File: src/rtl/sram_pad_ctrl.sv
// Request-level SRAM controller: turns a valid/ready request stream into registered
// pad strobes with wait states, bus turnaround and outstanding-read return matching.
module sram_pad_ctrl #(
  parameter int ADDR_BITS       = 20,
  parameter int DATA_BITS       = 16,
  parameter int WAIT_STATES     = 0,
  parameter int TURNAROUND      = 1,
  parameter int MAX_OUTSTANDING = 4
) (
  input  logic                 clk,
  input  logic                 reset,
  input  logic                 req_valid,
  output logic                 req_ready,
  input  logic                 req_we,
  input  logic [ADDR_BITS-1:0] req_addr,
  input  logic [DATA_BITS-1:0] req_wdata,
  output logic                 rd_valid,
  output logic [DATA_BITS-1:0] rd_data,
  output logic [ADDR_BITS-1:0] pad_addr,
  output logic [DATA_BITS-1:0] pad_write_data,
  output logic                 pad_write_data_enable,
  output logic                 pad_ce_n,
  output logic                 pad_we_n,
  output logic                 pad_oe_n,
  input  logic [DATA_BITS-1:0] pad_read_data,
  input  logic                 pad_read_data_valid
);

  typedef enum logic [1:0] {IDLE, TURN, ACCESS} state_e;

  localparam logic [2:0] WsVal  = 3'(WAIT_STATES);
  localparam logic [2:0] TaVal  = 3'(TURNAROUND);
  localparam logic [3:0] MaxVal = 4'(MAX_OUTSTANDING);

  state_e               state_q, state_d;
  logic [2:0]           waitCnt_q, waitCnt_d;
  logic [1:0]           turnCnt_q, turnCnt_d;
  logic [1:0]           idleCnt_q, idleCnt_d;
  logic                 lastValid_q, lastValid_d;
  logic                 lastWe_q, lastWe_d;
  logic                 reqWe_q, reqWe_d;
  logic [ADDR_BITS-1:0] reqAddr_q, reqAddr_d;
  logic [DATA_BITS-1:0] reqWdata_q, reqWdata_d;
  logic [3:0]           outstanding_q, outstanding_d;
  logic [2:0]           pulseCnt_q, pulseCnt_d;
  logic [ADDR_BITS-1:0] padAddr_q, padAddr_d;
  logic [DATA_BITS-1:0] padWdata_q, padWdata_d;
  logic                 padWde_q, padWde_d;
  logic                 ceN_q, ceN_d;
  logic                 weN_q, weN_d;
  logic                 oeN_q, oeN_d;
  logic                 rdValid_q, rdValid_d;
  logic [DATA_BITS-1:0] rdData_q, rdData_d;

  logic       lastCycle;
  logic       accept;
  logic [2:0] idleAvail;
  logic [2:0] turnNeed;
  logic       pulseSeen;
  logic       forward;
  logic       accessNext;

  assign lastCycle = (state_q == ACCESS) && (waitCnt_q == WsVal);
  assign req_ready = !reset && ((state_q == IDLE) || lastCycle) && (outstanding_q < MaxVal);
  assign accept    = req_valid && req_ready;

  // Idle cycles already spent count toward the turnaround; the current IDLE cycle counts too.
  assign idleAvail = (state_q == ACCESS) ? 3'd0 :
                     (idleCnt_q == 2'd3) ? 3'd3 : {1'b0, idleCnt_q} + 3'd1;
  assign turnNeed  = (lastValid_q && (req_we != lastWe_q) && (TaVal > idleAvail)) ?
                     (TaVal - idleAvail) : 3'd0;

  // Only the last pulse of each return group is forwarded; pulses with nothing outstanding are stale.
  assign pulseSeen = pad_read_data_valid && (outstanding_q != 4'd0);
  assign forward   = pulseSeen && (pulseCnt_q == WsVal);

  always_comb begin
    state_d     = state_q;
    waitCnt_d   = waitCnt_q;
    turnCnt_d   = turnCnt_q;
    idleCnt_d   = (state_q == ACCESS) ? 2'd0 :
                  (idleCnt_q == 2'd3) ? 2'd3 : idleCnt_q + 2'd1;
    lastValid_d = lastValid_q;
    lastWe_d    = lastWe_q;
    reqWe_d     = reqWe_q;
    reqAddr_d   = reqAddr_q;
    reqWdata_d  = reqWdata_q;

    case (state_q)
      TURN: begin
        if (turnCnt_q == 2'd0) begin
          state_d   = ACCESS;
          waitCnt_d = 3'd0;
        end else begin
          turnCnt_d = turnCnt_q - 2'd1;
        end
      end
      ACCESS: begin
        if (lastCycle) begin
          state_d = IDLE;
        end else begin
          waitCnt_d = waitCnt_q + 3'd1;
        end
      end
      default: ;
    endcase

    if (accept) begin
      reqWe_d     = req_we;
      reqAddr_d   = req_addr;
      reqWdata_d  = req_wdata;
      lastValid_d = 1'b1;
      lastWe_d    = req_we;
      waitCnt_d   = 3'd0;
      if (turnNeed != 3'd0) begin
        state_d   = TURN;
        turnCnt_d = 2'(turnNeed - 3'd1);
      end else begin
        state_d = ACCESS;
      end
    end

    outstanding_d = outstanding_q + {3'b000, accept && !req_we} - {3'b000, forward};
    pulseCnt_d    = pulseCnt_q;
    if (pulseSeen) begin
      pulseCnt_d = forward ? 3'd0 : pulseCnt_q + 3'd1;
    end

    // Pad outputs are registered, so they are derived from the state about to be entered.
    accessNext = (state_d == ACCESS);
    padAddr_d  = accessNext ? reqAddr_d : padAddr_q;
    padWdata_d = accessNext ? reqWdata_d : padWdata_q;
    ceN_d      = !accessNext;
    weN_d      = !(accessNext && reqWe_d);
    oeN_d      = !(accessNext && !reqWe_d);
    padWde_d   = accessNext && reqWe_d;
    rdValid_d  = forward;
    rdData_d   = forward ? pad_read_data : rdData_q;
  end

  always_ff @(posedge clk) begin
    if (reset) begin
      state_q       <= IDLE;
      waitCnt_q     <= 3'd0;
      turnCnt_q     <= 2'd0;
      idleCnt_q     <= 2'd0;
      lastValid_q   <= 1'b0;
      lastWe_q      <= 1'b0;
      reqWe_q       <= 1'b0;
      reqAddr_q     <= '0;
      reqWdata_q    <= '0;
      outstanding_q <= 4'd0;
      pulseCnt_q    <= 3'd0;
      padAddr_q     <= '0;
      padWdata_q    <= '0;
      padWde_q      <= 1'b0;
      ceN_q         <= 1'b1;
      weN_q         <= 1'b1;
      oeN_q         <= 1'b1;
      rdValid_q     <= 1'b0;
      rdData_q      <= '0;
    end else begin
      state_q       <= state_d;
      waitCnt_q     <= waitCnt_d;
      turnCnt_q     <= turnCnt_d;
      idleCnt_q     <= idleCnt_d;
      lastValid_q   <= lastValid_d;
      lastWe_q      <= lastWe_d;
      reqWe_q       <= reqWe_d;
      reqAddr_q     <= reqAddr_d;
      reqWdata_q    <= reqWdata_d;
      outstanding_q <= outstanding_d;
      pulseCnt_q    <= pulseCnt_d;
      padAddr_q     <= padAddr_d;
      padWdata_q    <= padWdata_d;
      padWde_q      <= padWde_d;
      ceN_q         <= ceN_d;
      weN_q         <= weN_d;
      oeN_q         <= oeN_d;
      rdValid_q     <= rdValid_d;
      rdData_q      <= rdData_d;
    end
  end

  assign pad_addr              = padAddr_q;
  assign pad_write_data        = padWdata_q;
  assign pad_write_data_enable = padWde_q;
  assign pad_ce_n              = ceN_q;
  assign pad_we_n              = weN_q;
  assign pad_oe_n              = oeN_q;
  assign rd_valid              = rdValid_q;
  assign rd_data               = rdData_q;

endmodule

File: config.mk
export PLATFORM = sky130hd
export DESIGN_NAME = sram_pad_ctrl
export DESIGN_NICKNAME = d
export VERILOG_FILES = /design/src/rtl/sram_pad_ctrl.sv
export SDC_FILE = /design/constraint.sdc
export NUM_CORES = 1
export LEC_CHECK = 0
export ABC_AREA = 0
export BUFFER_PORTS_ARGS = -buffer_cell sky130_fd_sc_hd__buf_4
export CORE_AREA = 10 10 109 111
export CTS_BUF_LIST = sky130_fd_sc_hd__clkbuf_8
export CTS_CLUSTER_SIZE = 30
export DETAILED_ROUTE_END_ITERATION = 6
export DIE_AREA = 0 0 119 121
export GPL_ROUTABILITY_DRIVEN = 0
export HOLD_SLACK_MARGIN = 0.02
export PLACE_DENSITY = 0.77
export SYNTH_ARGS = -nofsm -noshare
export SYNTH_HDL_FRONTEND = slang
export SYNTH_SLANG_ARGS = --single-unit
File: constraint.sdc
create_clock -name clk -period 4.9 [get_ports clk]
set_input_delay 0.245 -clock clk [delete_from_list [all_inputs] [get_ports clk]]
set_output_delay 0.245 -clock clk [all_outputs]
set_load 0.02 [all_outputs]
==> impl_metrics.csv, run 1 <==
group,metric,value,unit
run_status,status,"completed",
setup_path,r2r_start,"outstanding_q[2]",
timing,max_freq,307,MHz
cells_and_area,diodes,0,
timing,tightest_slew,1.03,ns
clock_tree,clkSlewWorstSetupHoldPaths,0.10,ns
clock_tree,holdBufCountCts,0,
global_routing,grt.met1_usage,16.1,%
hold_path,hold_end,"rd_data[7]",
hold_path,hold_class,"in -> reg",
floorplanning,rows,36,
floorplanning,die-area,14400,sq um
detailed_routing,num_vias,3141,
detailed_routing,ant_nets,0,
synth,synth_cells,395,
power_and_ir_drop,irDropWorstVdd,0.220,mV
cells_and_area,final_util,55.8,%
clock_tree,tritoncts,"built",
detailed_routing,wl_per_cell,15.0,um
synth,synth-main-ff-cell,"dfxtp_1",
clock_tree,htreeDepth,3,
cells_and_area,final_net_count,573,
setup_path,crit_path_max_incr_delay,0.58,ns
synth,yosysWarnings,0,
global_routing,grt_overflow_total,0,
detailed_routing,initialDrtViolationCount,139,
timing,drv_slew,0,
clock_tree,insertion_delay,0.37,ns
synth,syn-cell-area,4270,sq um
power_and_ir_drop,p_int,1.63,mW
setup_path,startpoint,"outstanding_q[2]",
floorplanning,die_h,121,um
clock_tree,clockBufferDepth,2,
power_and_ir_drop,power_density,487,nW/um^2
global_routing,busiest_layer,"met2",
hold_path,whs_path_depth,3,
detailed_routing,wirelength,9610,um
place,placed_area,5200,sq um
timing,finalSetupViolCount,0,
clock_tree,cts_resized,0,
run,max_cap_viol_count,0,
floorplanning,io_pins,115,
setup_path,cp.required,5.11,ns
floorplanning,initial_core_util,44.3,%
detailed_routing,drc,0,
hold_path,min_from,"pad_read_data[7]",
setup_path,crit_chain,"inv_1 -> ha_1 -> a21boi_1 -> nand3b_1 -> inv_2 -> ha_1 -> inv_1 -> ha_1 -> inv_1 -> fa_1 -> xor2_1 -> nor2_1",
detailed_routing,dr.pass1.iters,4,
synth,ys_seq_area_share,51.6,%
timing,post-route-period-util,66.4,%
timing,grt_setup_unrepaired,"no",
setup_path,critPathLaunchType,"flip-flop",
cells_and_area,area_growth,25.8,%
global_routing,grt_start_max_net_pins,74,
floorplanning,core_area,9640,sq um
clock_tree,cts_setup_buffers,0,
power_and_ir_drop,power.share.sequential,43.1,%
synth,syn-num-nets,466,
power_and_ir_drop,power_frac_comb,38.4,%
setup_path,slowest_stage,"nand3b_1",
setup_path,r2r_slack,1.65,ns
cells_and_area,drive_gt1_share,34.0,%
synth,synth-edff-count,0,
setup_path,r2r-end,"outstanding_q[2]",
synth,avgSynthCellArea,10.8,sq um
place,dp_hpwl,7000,um
cells_and_area,final_area,5380,sq um
synth,synthArstFlopShare,0,%
global_routing,grt_use_met3,4.98,%
global_routing,grt_usage,13.2,%
floorplanning,die_w,119,um
global_routing,grt_pass1_vias,3332,
global_routing,grt_pass1_wl,16000,um
power_and_ir_drop,clkPwrFrac,18.5,%
timing,min_period,3.25,ns
global_routing,antenna_found_initial,0,
power_and_ir_drop,switching_share,37.9,%
timing,finClkSkew,0.0186,ns
setup_path,crit_fanout,19,
synth,ys_ff_latch,110,
clock_tree,cts.sinks,110,
setup_path,r2r_cells,12,
timing,hold_violations,0,
power_and_ir_drop,power,2.62,mW
clock_tree,root_buffer,"clkbuf_8",
place,io_buffers,114,
setup_path,worstPathArrival,3.47,ns
global_routing,globalRouteMet2Util,21.2,%
clock_tree,cts_made_buffers,9,
setup_path,setup.worst_path.class,"reg -> reg",
synth,ys_types,46,
power_and_ir_drop,p_leak,2.43,nW
setup_path,worstSetupEndpointType,"flip-flop",
timing,max-slew-margin-rel,30.8,%
power_and_ir_drop,power_switching,992,uW
timing,tns,0,ns
detailed_routing,post_drt_via_cell_ratio,4.92,
==> stage by stage <==
| stage | setup WS, ns | hold slack (ns) | instances |
|---|---|---|---|
| 6_report | 1.65 | 0.125 | 639 |
| 5_1_grt | 1.30 | 0.113 | 639 |
| 4_1_cts | 1.64 | 0.112 | 639 |
| 3_5_place_dp | 1.67 | 0.450 | 624 |
| 3_3_place_gp | 1.80 | 0.444 | 624 |
| 2_1_floorplan | 2.28 | 0.347 | 395 |
==> cell type report <==
type | instances | area, sq um
clock buffer | 9 | 124
clock inverter | 6 | 47.5
fill | 868 | 4260
inverter | 18 | 67.6
multi-input combinational | 246 | 1890
sequential | 110 | 2200
tap | 133 | 166
timing repair buffer | 117 | 878
==> worst max-delay path: cells and delay by family (launching register included) <==
kind,cells,cell delay (ns)
buffers and inverters,4,0.64
adder cells (fa/ha/maj),4,1.04
AND/OR/NAND/NOR,2,0.63
AO/OA/AOI/OAI,1,0.31
XOR/XNOR,1,0.17
flip-flops,1,0.32
==> metal layers <==
metal  share of wire (%)  vias to the layer above
li1                    -                     1572
met1                  46                     1459
met2                  47                      100
met3                 6.7                       10
met4                0.99                        0
met5                   0                        -
==> sequential cells by signal, indices dropped and copies added, names as in the netlist, 2 cells and up <==
register	count
waitCnt_q	3
pad_addr	20
reqAddr_q	20
state_q	2
outstanding_q	4
turnCnt_q	2
reqWdata_q	16
rd_data	16
pad_write_data	16
pulseCnt_q	3
==> synthesized netlist by cell type (3+ instances only) <==
library cell    n  area, sq um
nand3_1         3         15.0
nand2_1        39          146
buf_4           3         22.5
o2bb2ai_1       7         61.3
o2bb2ai_2      30          450
inv_1          16         60.1
mux2i_1        38          380
nor2_1         53          199
buf_2           5         25.0
buf_6           4         45.0
dfxtp_1       110         2200
a21oi_1        21          105
nor3b_1         3         22.5
ha_1           13          163
clkbuf_1        8         30.0
nor3_1          3         15.0
==> power groups by stage <==
| stage | clock, mW | combinational, mW | sequential, mW |
|---|---|---|---|
| finish | 0.485 | 1.01 | 1.13 |
| global route | 0.540 | 1.11 | 1.15 |
| CTS | 0.507 | 1.02 | 1.13 |
| detailed placement | 0 | 1.02 | 1.15 |
| global placement | 0 | 0.987 | 1.15 |
| floorplan | 0 | 0.635 | 1.24 |
==> cell families (layout without fill, tap and decap cells) <==
logic type	Yosys count	after routing	share of synthesized area, %
flops	110	110	51.6
fa+ha+maj	14	14	4.28
compound gates	75	75	18.1
buf+inv	39	150	4.54
simple gates	113	113	11.5
xor+xnor	4	4	0.820
mux	39	39	9.17
other cells	1	1	0.0878
==> cell usage in the layout (no fill, tap or decap), types with 2 or more instances in the layout <==
cell         n
buf_4      117
dfxtp_1    110
nor2_1      53
mux2i_1     38
nand2_1     38
o2bb2ai_2   30
a21oi_1     21
inv_1       17
ha_1        13
clkbuf_8     9
o2bb2ai_1    7
nand3_1      3
nor3b_1      3
nor3_1       3
clkinv_4     3
inv_2        2
nand2b_1     2
xor2_1       2
nor2b_1      2
xnor2_1      2
o211ai_1     2
o21ai_0      2
a211oi_1     2
inv_6        2
==> how the worst max path moves through the flow <==
stage and end:
2_1_floorplan outstanding_q[2], 3_3_place_gp outstanding_q[2], 3_5_place_dp outstanding_q[2], 4_1_cts outstanding_q[2]
5_1_grt outstanding_q[2], 6_report outstanding_q[2]
(Power assumes the default switching activity.)
==> run 2: changes to the inputs <==
--- a/config.mk
+++ b/config.mk
@@ -14,7 +14,7 @@
 export DIE_AREA = 0 0 119 121
 export GPL_ROUTABILITY_DRIVEN = 0
 export HOLD_SLACK_MARGIN = 0.02
-export PLACE_DENSITY = 0.77
+export PLACE_DENSITY = 0.79
 export SYNTH_ARGS = -nofsm -noshare
 export SYNTH_HDL_FRONTEND = slang
 export SYNTH_SLANG_ARGS = --single-unit
==> constraint.sdc (replaced) <==
create_clock -name clk -period 2.7 [get_ports clk]
set_input_delay 0.135 -clock clk [delete_from_list [all_inputs] [get_ports clk]]
set_output_delay 0.135 -clock clk [all_outputs]
set_load 0.02 [all_outputs]
==> run 2 against run 1 <==
Net effect: combinational power up 93%; critical path depth unchanged; first-iteration DRC count down 5.8%; routed wire length up 7.0%; non-clock buffer count up 19; via count up 3.4%; clock power up 89%; die area unchanged; final cell count up 3.1%; register-to-register slack worse by 1.4 ns; largest power group unchanged.
==> impl_metrics.csv, run 2 (synthesis results as in run 1) <==
group,metric,value,unit
cells_and_area,area_growth,31.0,%
setup_path,cp.required,2.91,ns
hold_path,hold_end,"reqWdata_q[1]",
timing,finClkSkew,0.0114,ns
hold_path,min_from,"req_wdata[1]",
global_routing,grt_start_max_net_pins,73,
floorplanning,io_pins,115,
clock_tree,clkSlewWorstSetupHoldPaths,0.10,ns
cells_and_area,final_net_count,592,
floorplanning,die_w,119,um
setup_path,path_common_cell,"inv_1",
detailed_routing,wirelength,10300,um
setup_path,crit_path_max_incr_delay,0.38,ns
detailed_routing,drc,0,
detailed_routing,ant_nets,0,
detailed_routing,wl_met2,5110,um
setup_path,critPathLaunchType,"flip-flop",
clock_tree,cts_setup_buffers,0,
timing,max-slew-margin-rel,47.2,%
setup_path,r2r_cells,12,
timing,grt_setup_unrepaired,"no",
timing,tightest_slew,0.792,ns
setup_path,path_buf_inv,3,
power_and_ir_drop,irDropWorstVdd,0.404,mV
timing,hold_violations,0,
floorplanning,core_area,9640,sq um
floorplanning,die_h,121,um
detailed_routing,wl_per_cell,15.6,um
cells_and_area,drive_gt1_share,34.2,%
floorplanning,die-area,14400,sq um
timing,post-route-period-util,92.5,%
run,max_cap_viol_count,0,
hold_path,hold_class,"in -> reg",
clock_tree,htreeDepth,3,
global_routing,grt_pass1_wl,17000,um
global_routing,grt_usage,14.1,%
timing,drv_slew,0,
place,placed_area,5260,sq um
clock_tree,root_buffer,"clkbuf_8",
setup_path,worstSetupEndpointType,"flip-flop",
setup_path,crit_fanout,8,
power_and_ir_drop,p_leak,2.53,nW
clock_tree,tritoncts,"built",
setup_path,slowest_stage,"fa_1",
cells_and_area,final_area,5600,sq um
setup_path,r2r_start,"state_q[0]",
detailed_routing,wl_met3,680,um
detailed_routing,num_vias,3249,
detailed_routing,initialDrtViolationCount,131,
timing,min_period,2.50,ns
power_and_ir_drop,power,4.91,mW
timing,tns,0,ns
detailed_routing,met1Wirelength,4410,um
clock_tree,insertion_delay,0.35,ns
global_routing,antenna_found_initial,0,
timing,finalSetupViolCount,0,
timing,max_freq,401,MHz
cells_and_area,diodes,0,
setup_path,setup.worst_path.class,"reg -> reg",
power_and_ir_drop,power_density,877,nW/um^2
clock_tree,cts.sinks,110,
floorplanning,initial_core_util,44.3,%
hold_path,whs_path_depth,3,
detailed_routing,post_drt_via_cell_ratio,4.93,
place,dp_hpwl,7130,um
floorplanning,rows,36,
clock_tree,cts_made_buffers,9,
run_status,status,"completed",
setup_path,cp_top_family,"adder cells",
setup_path,crit_chain,"inv_1 -> ha_2 -> and3b_4 -> o21a_4 -> nand2b_1 -> ha_1 -> inv_1 -> ha_1 -> inv_1 -> fa_1 -> xor2_1 -> nor2_1",
global_routing,grt_overflow_total,0,
detailed_routing,dr.pass1.iters,4,
global_routing,grt_pass1_vias,3554,
cells_and_area,layout_commonest_cell,"buf_4",
setup_path,r2r_slack,0.20,ns
clock_tree,clockBufferDepth,2,
place,io_buffers,114,
detailed_routing,top_layer,"met4",
setup_path,worstPathArrival,2.71,ns
setup_path,r2r-end,"outstanding_q[2]",
cells_and_area,final_cell_mix,"119 x buf_4, 109 x dfxtp_1, 53 x nor2_1, 38 x mux2i_1, 38 x nand2_1",
-- run 2: metrics by stage --
stage	hold WS (ns)	cells	setup WS, ns	utilization, %
after floorplan	0.237	395	0.0844	-
after global placement	0.386	628	0.271	54.6
after detailed placement	0.391	628	0.128	54.6
after CTS	0.0218	659	0.0779	58.0
after global routing	0.0398	659	0.00833	58.1
final	0.0391	659	0.204	58.1
-- run 2: area by class of cell --
| type | count | area [sq um] |
|---|---|---|
| fill | 854 | 4040 |
| timing repair buffer | 136 | 1080 |
| clock buffer | 10 | 138 |
| inverter | 18 | 67.6 |
| sequential | 110 | 2200 |
| tap | 133 | 166 |
| multi-input combinational | 246 | 1890 |
| clock inverter | 6 | 46.3 |
-- run 2: worst max path at each step --
stage,from,end,slack (ns),cells after the start
after floorplan,outstanding_q[2],outstanding_q[2],0.08,13
after global placement,state_q[0],outstanding_q[2],0.27,12
after detailed placement,state_q[0],outstanding_q[2],0.13,12
after CTS,state_q[0],outstanding_q[3],0.08,12
after global routing,state_q[0],outstanding_q[2],0.008,12
final,state_q[0],outstanding_q[2],0.20,12
-- run 2: metal layers --
layer,up-vias,GRT usage (%)
li1,1608,-
met1,1538,15.9
met2,95,25.1
met3,8,4.28
met4,0,4.12
met5,-,0
-- run 2: timing repair --
action,4_1_cts,5_1_grt
hold endpoints to repair,15,0
hold buffers,15,0
endpoints found under the setup margin,0,2
gates resized for setup,0,3
-- run 2: tightest hold or removal path: cells and delay by family --
family | cells | cell delay (ns)
mux | 1 | 0.07
simple gates | 1 | 0.08
buf+inv | 1 | 0.07
-- run 2: power breakdown --
| group | internal, mW | switching [mW] |
|---|---|---|
| sequential | 1.90 | 0.148 |
| clock | 0.369 | 0.548 |
| combinational | 0.792 | 1.16 |
